$ cat src/rtl/spi_bus_arbiter_if.sv
`default_nettype none
// ============================================================================
// Module   : spi_bus_arbiter_if
// Purpose  : Bundles the requester-side handshake, the byte-engine handshake
//            and the debug outputs of spi_bus_arbiter into one interface.
// Ports    : req_valid/req_data/req_last  -> arbiter (requesters)
//            req_ready/resp_valid/resp_data <- arbiter (requesters)
//            spi_cs_n                       <- arbiter (per-requester CS, low)
//            engine_start/engine_writeData  <- arbiter (byte engine)
//            engine_busy/engine_readData    -> arbiter (byte engine)
//            owner/active                   <- arbiter (debug)
// Modports : slave  - the arbiter itself
//            master - the surrounding requesters / engine
// Revision : 1.0 - initial release
// ============================================================================
interface spi_bus_arbiter_if #(
  parameter int REQUESTERS = 2
);
  localparam int RB = (REQUESTERS > 2) ? $clog2(REQUESTERS) : 1;

  logic [REQUESTERS-1:0]   req_valid;
  logic [8*REQUESTERS-1:0] req_data;
  logic [REQUESTERS-1:0]   req_last;
  logic [REQUESTERS-1:0]   req_ready;
  logic [REQUESTERS-1:0]   resp_valid;
  logic [7:0]              resp_data;
  logic [REQUESTERS-1:0]   spi_cs_n;
  logic                    engine_start;
  logic [7:0]              engine_writeData;
  logic                    engine_busy;
  logic [7:0]              engine_readData;
  logic [RB-1:0]           owner;
  logic                    active;

  modport slave (
    input  req_valid, req_data, req_last, engine_busy, engine_readData,
    output req_ready, resp_valid, resp_data, spi_cs_n,
           engine_start, engine_writeData, owner, active
  );

  modport master (
    output req_valid, req_data, req_last, engine_busy, engine_readData,
    input  req_ready, resp_valid, resp_data, spi_cs_n,
           engine_start, engine_writeData, owner, active
  );
endinterface
`default_nettype wire

$ cat src/rtl/spi_bus_arbiter.sv
`default_nettype none
// ============================================================================
// Module   : spi_bus_arbiter
// Purpose  : Shares one SPI byte-shift engine between REQUESTERS on-chip
//            requesters. Round-robin grant at burst boundaries, one active-low
//            chip select per requester, CS_DELAY cycles of CS setup before the
//            first byte and CS hold after the last byte of a burst.
// Ports    : clk  - system clock
//            rst  - asynchronous active-high reset
//            bus  - spi_bus_arbiter_if.slave (requester, engine, debug signals)
// Params   : REQUESTERS - number of requesters (2..4); must match the
//                         interface instance parameter
//            CS_DELAY   - CS setup/hold in clk cycles (1..255)
// Revision : 1.0 - initial release
// ============================================================================
module spi_bus_arbiter #(
  parameter int REQUESTERS = 2,
  parameter int CS_DELAY   = 4
) (
  input  wire                   clk,
  input  wire                   rst,
  spi_bus_arbiter_if.slave      bus
);

  localparam int                    RB         = (REQUESTERS > 2) ? $clog2(REQUESTERS) : 1;
  localparam logic [7:0]            CS_DELAY_C = 8'(CS_DELAY);
  localparam logic [REQUESTERS-1:0] ONE        = REQUESTERS'(1);

  typedef enum logic [2:0] {
    S_IDLE    = 3'd0,
    S_SETUP   = 3'd1,
    S_START   = 3'd2,
    S_WAIT_HI = 3'd3,
    S_WAIT_LO = 3'd4,
    S_HOLD    = 3'd5,
    S_RELEASE = 3'd6
  } state_t;

  state_t                state_q;
  logic [RB-1:0]         owner_q;
  logic [RB-1:0]         last_owner_q;
  logic [7:0]            delay_q;
  logic [7:0]            tx_q;
  logic                  last_q;
  logic [REQUESTERS-1:0] cs_n_q;
  logic [REQUESTERS-1:0] req_ready_q;
  logic [REQUESTERS-1:0] resp_valid_q;
  logic [7:0]            resp_data_q;
  logic                  start_q;

  logic [RB-1:0]         grant_d;
  logic                  grant_found_d;
  logic [RB-1:0]         cand_d;
  logic                  launch_d;
  logic [7:0]            req_byte [REQUESTERS];

  // Per-requester view of the packed tx data bus.
  for (genvar g = 0; g < REQUESTERS; g++) begin : g_unpack
    assign req_byte[g] = bus.req_data[8*g +: 8];
  end

  // Round-robin search: first valid index starting just above the last owner.
  always_comb begin
    grant_d       = '0;
    grant_found_d = 1'b0;
    cand_d        = '0;
    for (int k = 1; k <= REQUESTERS; k++) begin
      cand_d = RB'((int'(last_owner_q) + k) % REQUESTERS);
      if (!grant_found_d && bus.req_valid[cand_d]) begin
        grant_d       = cand_d;
        grant_found_d = 1'b1;
      end
    end
  end

  // A byte is launched from START, from HOLD, or directly from the final
  // SETUP cycle, so that engine_start lands exactly CS_DELAY cycles after CS
  // falls when the owner is already valid.
  always_comb begin
    launch_d = 1'b0;
    if (bus.req_valid[owner_q]) begin
      launch_d = (state_q == S_START) || (state_q == S_HOLD) ||
                 ((state_q == S_SETUP) && (delay_q == 8'd1));
    end
  end

  always_ff @(posedge clk or posedge rst) begin
    if (rst) begin
      state_q      <= S_IDLE;
      owner_q      <= '0;
      last_owner_q <= RB'(REQUESTERS - 1);
      delay_q      <= '0;
      tx_q         <= '0;
      last_q       <= 1'b0;
      cs_n_q       <= '1;
      req_ready_q  <= '0;
      resp_valid_q <= '0;
      resp_data_q  <= '0;
      start_q      <= 1'b0;
    end else begin
      // Single-cycle pulses default low.
      req_ready_q  <= '0;
      resp_valid_q <= '0;
      start_q      <= 1'b0;

      case (state_q)
        S_IDLE: begin
          if (|bus.req_valid) begin
            owner_q <= grant_d;
            cs_n_q  <= ~(ONE << grant_d);
            delay_q <= CS_DELAY_C;
            state_q <= S_SETUP;
          end
        end
        S_SETUP: begin
          if (delay_q == 8'd1) begin
            state_q <= S_START;
          end else begin
            delay_q <= delay_q - 8'd1;
          end
        end
        S_START, S_HOLD: begin
          // Wait for the owner's next byte; CS stays asserted.
        end
        S_WAIT_HI: begin
          if (bus.engine_busy) begin
            state_q <= S_WAIT_LO;
          end
        end
        S_WAIT_LO: begin
          if (!bus.engine_busy) begin
            resp_data_q  <= bus.engine_readData;
            resp_valid_q <= ONE << owner_q;
            if (last_q) begin
              delay_q <= CS_DELAY_C;
              state_q <= S_RELEASE;
            end else begin
              state_q <= S_HOLD;
            end
          end
        end
        S_RELEASE: begin
          if (delay_q == 8'd1) begin
            cs_n_q       <= '1;
            last_owner_q <= owner_q;
            state_q      <= S_IDLE;
          end else begin
            delay_q <= delay_q - 8'd1;
          end
        end
        default: begin
          state_q <= S_IDLE;
          cs_n_q  <= '1;
        end
      endcase

      // Byte launch overrides the per-state next state above.
      if (launch_d) begin
        tx_q        <= req_byte[owner_q];
        last_q      <= bus.req_last[owner_q];
        req_ready_q <= ONE << owner_q;
        start_q     <= 1'b1;
        state_q     <= S_WAIT_HI;
      end
    end
  end

  assign bus.req_ready        = req_ready_q;
  assign bus.resp_valid       = resp_valid_q;
  assign bus.resp_data        = resp_data_q;
  assign bus.spi_cs_n         = cs_n_q;
  assign bus.engine_start     = start_q;
  assign bus.engine_writeData = tx_q;
  assign bus.owner            = owner_q;
  assign bus.active           = (state_q != S_IDLE);

endmodule
`default_nettype wire
$ cat src/flat_wrapper.sv
// flat-port wrapper written by rule: the top's interface ports become plain ports
module spi_bus_arbiter_flat 
#(
  parameter int REQUESTERS = 2,
  parameter int CS_DELAY   = 4
)
  (clk, rst, bus_req_valid, bus_req_data, bus_req_last, bus_engine_busy, bus_engine_readData, bus_req_ready, bus_resp_valid, bus_resp_data, bus_spi_cs_n, bus_engine_start, bus_engine_writeData, bus_owner, bus_active);
  spi_bus_arbiter_if #(.REQUESTERS(REQUESTERS)) bus_i ();
  input  wire clk;
  input  wire rst;
  input wire logic [$bits(bus_i.req_valid)-1:0] bus_req_valid;
  input wire logic [$bits(bus_i.req_data)-1:0] bus_req_data;
  input wire logic [$bits(bus_i.req_last)-1:0] bus_req_last;
  input wire logic [$bits(bus_i.engine_busy)-1:0] bus_engine_busy;
  input wire logic [$bits(bus_i.engine_readData)-1:0] bus_engine_readData;
  output wire logic [$bits(bus_i.req_ready)-1:0] bus_req_ready;
  output wire logic [$bits(bus_i.resp_valid)-1:0] bus_resp_valid;
  output wire logic [$bits(bus_i.resp_data)-1:0] bus_resp_data;
  output wire logic [$bits(bus_i.spi_cs_n)-1:0] bus_spi_cs_n;
  output wire logic [$bits(bus_i.engine_start)-1:0] bus_engine_start;
  output wire logic [$bits(bus_i.engine_writeData)-1:0] bus_engine_writeData;
  output wire logic [$bits(bus_i.owner)-1:0] bus_owner;
  output wire logic [$bits(bus_i.active)-1:0] bus_active;
  assign bus_i.req_valid = bus_req_valid;
  assign bus_i.req_data = bus_req_data;
  assign bus_i.req_last = bus_req_last;
  assign bus_i.engine_busy = bus_engine_busy;
  assign bus_i.engine_readData = bus_engine_readData;
  assign bus_req_ready = bus_i.req_ready;
  assign bus_resp_valid = bus_i.resp_valid;
  assign bus_resp_data = bus_i.resp_data;
  assign bus_spi_cs_n = bus_i.spi_cs_n;
  assign bus_engine_start = bus_i.engine_start;
  assign bus_engine_writeData = bus_i.engine_writeData;
  assign bus_owner = bus_i.owner;
  assign bus_active = bus_i.active;
  spi_bus_arbiter #(.REQUESTERS(REQUESTERS), .CS_DELAY(CS_DELAY)) u_core (.clk(clk), .rst(rst), .bus(bus_i));
endmodule
$ cat config.mk
export PLATFORM = sky130hd
export DESIGN_NAME = spi_bus_arbiter_flat
export DESIGN_NICKNAME = d
export VERILOG_FILES = /design/src/rtl/spi_bus_arbiter_if.sv /design/src/rtl/spi_bus_arbiter.sv /design/src/flat_wrapper.sv
export SDC_FILE = /design/constraint.sdc
export NUM_CORES = 1
export LEC_CHECK = 0
export BUFFER_PORTS_ARGS = -buffer_cell sky130_fd_sc_hd__buf_2
export CAP_MARGIN = 20
export CORE_MARGIN = 2
export CORE_UTILIZATION = 35
export DETAILED_ROUTE_END_ITERATION = 8
export HOLD_SLACK_MARGIN = 0.05
export SLEW_MARGIN = 30
export SYNTH_ARGS = -nofsm -noshare
export SYNTH_HDL_FRONTEND = slang
export SYNTH_SLANG_ARGS = --single-unit
$ cat constraint.sdc
create_clock -name clk -period 2.5 [get_ports clk]
set_input_delay 0.375 -clock clk [delete_from_list [all_inputs] [get_ports clk]]
set_output_delay 0.375 -clock clk [all_outputs]
set_load 0.02 [all_outputs]
==> results of run 1 <==
## area by class of cell
class | count | area, um2
fill | 515 | 2800
sequential | 37 | 930
multi-input combinational | 123 | 853
timing repair buffer | 60 | 313
tap | 70 | 87.6
clock buffer | 7 | 86.3
inverter | 8 | 30.0
clock inverter | 1 | 7.51
## kinds of logic after synthesis
family,synth area share [%]
compound gates,17.9
fa+ha+maj,1.35
buf+inv,3.52
flops,50.3
mux,7.31
simple gates,19.6
## routing by layer
| metal | global-route usage [%] | vias to the layer above |
|---|---|---|
| li1 | - | 774 |
| met1 | 21.4 | 728 |
| met2 | 21.5 | 33 |
| met3 | 4.24 | 5 |
| met4 | 4.73 | 0 |
| met5 | 0 | - |
## worst max-delay path, delay by kind of cell (launching register included)
family | cells | cell delay (ns)
AOI/OAI and AO/OA | 1 | 0.21
buffers and inverters | 1 | 0.17
DFF | 1 | 0.59
muxes | 2 | 0.72
and+or+nand+nor | 1 | 0.17
## power groups by stage
stage	Sequential, uW	Combinational (uW)	Clock (uW)
after global placement	1110	1500	0
after detailed placement	1120	1510	0
after CTS	1110	1520	445
final	1110	1500	429
after global routing	1160	1670	466
after floorplan	1230	943	0
## registers in the layout, indices dropped and copies added, names as in the netlist
register                     count
u_core.bus.resp_valid            2
u_core.bus.engine_writeData      8
u_core.state_q                   3
u_core.last_q                    1
u_core.bus.owner                 1
u_core.last_owner_q              1
u_core.delay_q                   8
u_core.bus.spi_cs_n              2
u_core.bus.req_ready             2
u_core.bus.resp_data             8
u_core.bus.engine_start          1
## final timing paths
| path | startpoint | endpoint | slack (ns) | cells past startpoint |
|---|---|---|---|---|
| worst max-delay path | u_core.state_q[2]$_DFFE_PP0P_ | u_core.delay_q[1]$_DFFE_PP0P_ | 0.53 | 5 |
| worst min-delay path | rst | u_core.bus.resp_data[1]$_DFFE_PP0P_ | 0.18 | 3 |
| worst max register to register | u_core.state_q[2]$_DFFE_PP0P_ | u_core.delay_q[1]$_DFFE_PP0P_ | 0.53 | 5 |
| worst min register to register | u_core.bus.engine_writeData[1]$_DFFE_PP0N_ | u_core.bus.engine_writeData[1]$_DFFE_PP0N_ | 0.49 | 1 |
| max in group asynchronous | rst | u_core.bus.spi_cs_n[0]$_DFFE_PP1P_ | 1.96 | 3 |
| min in group clk | bus_engine_readData[4] | u_core.bus.resp_data[4]$_DFFE_PP0P_ | 0.31 | 2 |
## synth_stat cells (2+ instances only)
library cell,number,area (um2)
nor3_1,5,25.0
a22oi_1,9,67.6
or2_2,2,12.5
nor3b_1,3,22.5
a22o_1,3,26.3
nand3_1,5,25.0
nor2b_1,6,37.5
inv_1,8,30.0
a21oi_1,4,20.0
clkbuf_1,7,26.3
dfstp_2,3,78.8
a211o_1,2,17.5
ha_1,2,25.0
nand4_1,2,12.5
dfrtp_1,34,851
mux2_2,12,135
o211ai_1,3,22.5
nor2_1,8,30.0
nand2_1,14,52.6
o31ai_1,2,15.0
and3_1,3,18.8
nor4_1,5,31.3
o221ai_1,3,26.3
o2bb2ai_1,9,78.8
o21ai_0,5,25.0
and2_1,4,25.0
nand2b_1,2,12.5
## per-stage QoR
stage                     cell area (um2)  total power (uW)  util (%)  worst slack (ns)  cells
after floorplan                      1850              2170         -             0.628    177
after global placement               2210              2610      43.3             0.578    298
after detailed placement             2210              2630      43.3             0.534    298
after CTS                            2310              3070      45.2             0.524    306
after global routing                 2310              3290      45.2             0.420    306
final                                2310              3050      45.2             0.532    306
==> results.cfg, run 1 <==
[power_and_ir_drop]
p_sw_share_pct = 42.8
sequentialPowerShare_pct = 36.6
total_leakage_power_uw = 0.00109
p_switching_uw = 1300
p_clk_share_pct = 14.1
p_per_area_nw_per_um2 = 1320
p_int_uw = 1740
ir_drop_v = 0.000590
combPwrFrac_pct = 49.3

[floorplanning]
start_util_pct = 36.2
core_um2 = 5110
io_pins = 56
fp.dieW_um = 76.7
die_h_um = 76.7
rows = 26
dieArea_um2 = 5880

[routing]
via_per_inst = 5.03
vias = 1540
routed_wl_um = 4100
wl_met2_um = 1830
wl_per_cell_um = 13.4
dr_wl_met3_um = 182
wl_met1_um = 2040
top_layer = met4
post-route-drc-count = 0
firstDrtPassIters = 4
drtAntennaViolNets = 0
first_iter_violations = 131

[sta]
fin_skew_ns = 0.00617
slew_headroom_pct = 55.2
fmax_mhz = 508
worst_pin_slew_ns = 0.671
fin_crit_sh_pct = 78.7
period_needed_ns = 1.97
setup_tns_ns = 0
hold_slack_ns = 0.182
finalSetupViolCount = 0
rsz0062_at_grt = false
maxSlewViolCount = 0
finalHoldViolCount = 0

[clock_tree]
post_cts_resized = 0
clockRootBuffer = clkbuf_8
clkTransAtPathRegs_ns = 0.07
cts_tree = done
cts.sinks = 37
clk_path_buf_depth = 2
post_cts_buffers = 0
cts-htree-levels = 2
hold_buffers = 0
insertion_delay_ns = 0.29
cts_inserted_buffers = 5

[finish]
final_common_cell = buf_2
diodes = 0
syn2layout_area_growth_pct = 24.8
nNetsFinal = 268
layout_common_cells = buf_2 (55), dfrtp_1 (34), nand2_1 (14)
drive_above_1_share_pct = 36.9

[synth]
synth-seq-cells = 37
syn_area_um2 = 1850
synthArstFlopShare_pct = 100
yosys_most_used_dff = dfrtp_1
yosysSeqAreaShare_pct = 50.3
synth_fp_nets = 210
ys_warn_count = 0
synth_cell_types = 39
syn_area_per_cell_um2 = 10.4
synth_cells = 177
synth_edf_count = 0

[critical_path]
end_kind = flip-flop
path_max_fanout = 15
crit_top_cell = mux2_2
worstPathArrival_ns = 2.14
critPathSlowestCell = dfrtp_1
worst_ep_required_time_ns = 2.67
worst-setup-path-type = flip-flop to flip-flop
cp_cell_sequence = mux2_2 > a211oi_1 > buf_4 > and2_1 > mux2_2
start_kind = flip-flop
slowest_delay_ns = 0.59

[placement]
gp_congestion = 0.865
dp_hpwl_um = 2990
portBuffers = 55

[global_routing]
antenna_found_initial = 0
groute.usage.overall_pct = 14.8
grt_pass1_vias = 1480
gr-total-overflow = 0
grt_max_degree = 38
grt_pass1_wl_um = 7020

[run_status]
outcome = completed

[worst_hold_path]
hp-class = input pin to async pin

[run]
cap_violations = 0
No activity file was read; power rests on OpenSTA's default activity.
==> run 2, diff against run 1 <==
- clock period: 2.5 -> 1.7 ns (I/O delays scaled with it)
==> run 2 against run 1 <==
Against the previous run: the flow now finishes with violations (negative setup slack); hold slack better by 0.0072 ns; non-clock buffer count is 37 higher; sequential share of layout area is 7.6 points lower; flip-flop and latch count stayed put.
==> results.cfg, run 2 (synthesized netlist as in run 1, its figures left out) <==
[run_status]
outcome = finished, violations left
violations = negative setup slack

[sta]
period_needed_ns = 1.80
fmax_mhz = 555
rsz0062_at_grt = true
finalSetupViolCount = 15
finalHoldViolCount = 0
worst_pin_slew_ns = 0.433
fin_crit_sh_pct = 106
fin_skew_ns = 0.00596
hold_slack_ns = 0.189
worst_slack_ns = -0.102
slew_headroom_pct = 70.9
maxSlewViolCount = 0

[power_and_ir_drop]
total_leakage_power_uw = 0.00133
ir_drop_v = 0.00108
p_per_area_nw_per_um2 = 2020

[routing]
post-route-drc-count = 0
via_per_inst = 5.08
top_layer = met4
first_iter_violations = 76
wl_met1_um = 2300
dr_wl_met3_um = 202
firstDrtPassIters = 4
wl_met2_um = 2410
routed_wl_um = 5030
vias = 1746
drtAntennaViolNets = 0
wl_per_cell_um = 14.6

[clock_tree]
clockRootBuffer = clkbuf_8
cts.sinks = 37
insertion_delay_ns = 0.29
cts-htree-levels = 2
clk_path_buf_depth = 2
cts_inserted_buffers = 5
cts_tree = done
clkTransAtPathRegs_ns = 0.07

[critical_path]
worst-setup-path-type = flip-flop to flip-flop
end_kind = flip-flop
path_max_fanout = 6
worst_ep_required_time_ns = 1.87
start_kind = flip-flop
worstPathArrival_ns = 1.97

[placement]
portBuffers = 55
post-place-ws_ns = -0.109
dp_cells = 324
gp_congestion = 0.772
dp_hpwl_um = 3460
post_dp_cell_area_um2 = 2430

[worst_hold_path]
hp-class = input pin to flip-flop

[floorplanning]
dieArea_um2 = 5880
core_um2 = 5110
die_h_um = 76.7
io_pins = 56
rows = 26
fp.dieW_um = 76.7
start_util_pct = 36.2

[global_routing]
grt_pass1_vias = 1681
grt_max_degree = 21
gr-total-overflow = 0
groute.usage.overall_pct = 17.2
antenna_found_initial = 0
grt_pass1_wl_um = 8020

[finish]
drive_above_1_share_pct = 58.0
fill_cells = 445
nNetsFinal = 306
final_common_cell = buf_2
syn2layout_area_growth_pct = 54.4
finalNonFillerCells = 344
final_cell_area_um2 = 2850
post-route-util_pct = 55.9
layout_common_cells = buf_2 (55), buf_4 (34), dfrtp_1 (31)
diodes = 0

[run]
cap_violations = 0
## run 2: what timing repair did
item / in CTS / in global routing
gates cloned: 1 / 1
pin swaps: 4 / 16
endpoints found under the setup margin: 18 / 33
hold endpoints to repair: 34 / 0
hold buffers: 1 / 0
resized for setup: 14 / 44
buffers inserted: 3 / 6
## run 2: routing by layer
metal	track usage, %	up-vias
met5	0	-
met4	7.09	0
met3	3.53	11
met2	26.1	48
met1	24.0	837
li1	-	850
## run 2: cell type report
type / instances / area (um2) / area share, %
multi-input cells: 124 / 1090 / 38.3
flip-flops and latches: 37 / 933 / 32.7
repair buffers: 97 / 619 / 21.7
clock buffers: 8 / 90.1 / 3.16
well taps: 70 / 87.6 / 3.07
inverters: 8 / 30.0 / 1.05
## run 2: final timing paths
path                                                               to                                       start  depth (start not counted)  slack, ns
min reg2reg                u_core.bus.engine_writeData[0]$_DFFE_PP0N_  u_core.bus.engine_writeData[0]$_DFFE_PP0N_                          1       0.49
min                               u_core.bus.resp_data[2]$_DFFE_PP0P_                      bus_engine_readData[2]                          2       0.19
min in group asynchronous         u_core.bus.resp_data[1]$_DFFE_PP0P_                                         rst                          4       0.55
max                        u_core.bus.engine_writeData[7]$_DFFE_PP0N_               u_core.delay_q[4]$_DFFE_PP0P_                          4      -0.10
max reg2reg                u_core.bus.engine_writeData[7]$_DFFE_PP0N_               u_core.delay_q[4]$_DFFE_PP0P_                          4      -0.10
max in group asynchronous          u_core.bus.spi_cs_n[0]$_DFFE_PP1P_                                         rst                          4       0.89
## run 2: worst max-delay path: stages, from the launching register on
cell	delay, ns
dfrtp_2	0.44
nor4_4	0.47
nand4_1	0.23
a32o_2	0.39
o2bb2ai_1	0.15
## run 2: metrics by stage
stage               setup TNS [ns]  power [uW]
global route                 -2.07        6160
floorplan                   -0.100        3260
finish                       -1.08        5770
global placement            -0.635        4320
CTS                         -0.121        5180
detailed placement           -1.14        4350
## run 2: power breakdown
part,total (uW),switching [uW],internal [uW]
combinational,3540,1780,1750
clock,633,302,331
sequential,1600,314,1290
total,5770,2400,3370
==> run 3, diff against run 2 <==
- CELL_PAD_IN_SITES_DETAIL_PLACEMENT: unset -> 1
- CELL_PAD_IN_SITES_GLOBAL_PLACEMENT: unset -> 1
- PLACE_DENSITY_LB_ADDON: unset -> 0.1
==> run 3 against run 2 <==
Against the previous run: the run still ends with negative setup slack left; critical path depth increased by 2; register-to-register slack barely moved; total power increased by 2.9%; cell count up 0.29%; clock-buffer cell count shrank 2; hold slack worse by 0.12 ns; wire length rose by 20%; sequential power hardly changed; via count up 3.7%; global-route usage increased by 2.4 points; sequential share of layout area increased by 0.66 points; combinational power about the same.
==> results.cfg, run 3 (synthesized netlist as in run 1, its figures left out) <==
[floorplanning]
io_pins = 56
core_um2 = 5110
die_h_um = 76.7
start_util_pct = 36.2
dieArea_um2 = 5880
fp.dieW_um = 76.7
rows = 26

[placement]
gp_congestion = 0.774
portBuffers = 55
post-place-ws_ns = -0.142
post_dp_cell_area_um2 = 2430
dp_hpwl_um = 4140

[global_routing]
antenna_found_initial = 0
gr-total-overflow = 0
grt_pass1_wl_um = 9320
groute.usage.overall_pct = 19.6
grt_pass1_vias = 1898
grt_max_degree = 38

[critical_path]
slowest_delay_ns = 0.41
crit_family = compound AO/OA/AOI/OAI gates
worst_ep_required_time_ns = 1.87
crit_path_end = u_core.bus.engine_writeData[6]$_DFFE_PP0N_
reg2reg_slack_ns = -0.10
r2r-end = u_core.bus.engine_writeData[6]$_DFFE_PP0N_
path_max_fanout = 6
end_kind = flip-flop
cp_cell_sequence = inv_1 > ha_1 > nor3b_4 > nand4_1 > a32o_2 > o2bb2ai_1
start_kind = flip-flop
crit_buf_inv = 1
startpoint = u_core.delay_q[1]$_DFFE_PP0P_
cp_num_cells = 6
r2r_cells = 6
r2r_start = u_core.delay_q[1]$_DFFE_PP0P_
critPathSlowestCell = dfrtp_1
worst-setup-path-type = flip-flop to flip-flop
worstPathArrival_ns = 1.97

[clock_tree]
cts.sinks = 37
cts_inserted_buffers = 5
clockRootBuffer = clkbuf_8
clk_path_buf_depth = 2
insertion_delay_ns = 0.29
cts_tree = done
clkTransAtPathRegs_ns = 0.08
cts-htree-levels = 2

[power_and_ir_drop]
p_per_area_nw_per_um2 = 2120
power.total_uw = 5940
ir_drop_v = 0.000840
total_leakage_power_uw = 0.00134

[routing]
first_iter_violations = 64
post-route-drc-count = 0
vias = 1811
via_per_inst = 5.25
drtAntennaViolNets = 0
wl_per_cell_um = 17.5
routed_wl_um = 6030
firstDrtPassIters = 4

[sta]
worst_pin_slew_ns = 0.478
slew_headroom_pct = 68.1
finalHoldViolCount = 0
maxSlewViolCount = 0
rsz0062_at_grt = true
fmax_mhz = 555
fin_skew_ns = 0.00684
worst_slack_ns = -0.101
finalSetupViolCount = 16
fin_crit_sh_pct = 106
period_needed_ns = 1.80

[finish]
layout_common_cells = buf_2 (54), buf_4 (37), dfrtp_1 (30)
syn2layout_area_growth_pct = 51.5
post-route-util_pct = 54.8
drive_above_1_share_pct = 56.0
nNetsFinal = 307
final_cell_area_um2 = 2800
final_common_cell = buf_2
diodes = 0

[run_status]
violations = negative setup slack
outcome = finished, violations left

[run]
cap_violations = 0

[worst_hold_path]
hp-class = input pin to async pin
[run 3: metal layers]
layer  wire length, um  vias up  global-route usage [%]
met5                 0        -                       0
met4                40        0                    4.36
met3               207        7                    3.41
met2              3110       38                    34.6
met1              2680      910                    25.0
li1                  -      856                       -
[run 3: what timing repair did]
item	CTS	global route
gates cloned	0	1
resized for setup	21	24
setup endpoints to repair	28	34
setup buffers	4	8
hold buffers	0	0
pin swaps	3	3
[run 3: metrics by stage]
| step | instances | hold WS (ns) | TNS [ns] |
|---|---|---|---|
| finish | 345 | 0.0686 | -0.921 |
| global route | 345 | 0.104 | -1.74 |
| CTS | 336 | 0.0824 | -0.111 |
| detailed placement | 324 | 0.404 | -2.16 |
| global placement | 324 | 0.386 | -1.03 |
| floorplan | 177 | 0.387 | -0.100 |
[run 3: worst min path at each step]
stage	slack [ns]	startpoint	end	cells past startpoint
3_5_place_dp	0.40	rst	u_core.bus.resp_data[4]$_DFFE_PP0P_	3
3_3_place_gp	0.39	rst	u_core.bus.resp_data[3]$_DFFE_PP0P_	3
2_1_floorplan	0.39	bus_req_valid[1]	u_core.bus.req_ready[1]$_DFF_PP0_	2
5_1_grt	0.10	rst	u_core.bus.resp_data[1]$_DFFE_PP0P_	3
6_report	0.07	rst	u_core.delay_q[1]$_DFFE_PP0P_	3
4_1_cts	0.08	rst	u_core.delay_q[1]$_DFFE_PP0P_	3
[run 3: cell type report]
class | count | area, um2
Clock inverter | 2 | 37.5
Fill cell | 613 | 2310
Multi-Input combinational cell | 124 | 1000
Tap cell | 70 | 87.6
Sequential cell | 37 | 935
Clock buffer | 6 | 82.6
Timing Repair Buffer | 98 | 627
Inverter | 8 | 30.0
[run 3: worst reg2reg max path: cells and delay by family (launching register included)]
family          cells  cell delay (ns)
simple gates        2             0.50
compound gates      2             0.52
fa+ha+maj           1             0.15
buf+inv             1             0.10
flops               1             0.41
[run 3: where the power goes]
| part | internal (uW) | total, uW | switching, uW |
|---|---|---|---|
| Combinational | 1740 | 3520 | 1790 |
| Sequential | 1290 | 1600 | 313 |
| Clock | 477 | 813 | 335 |
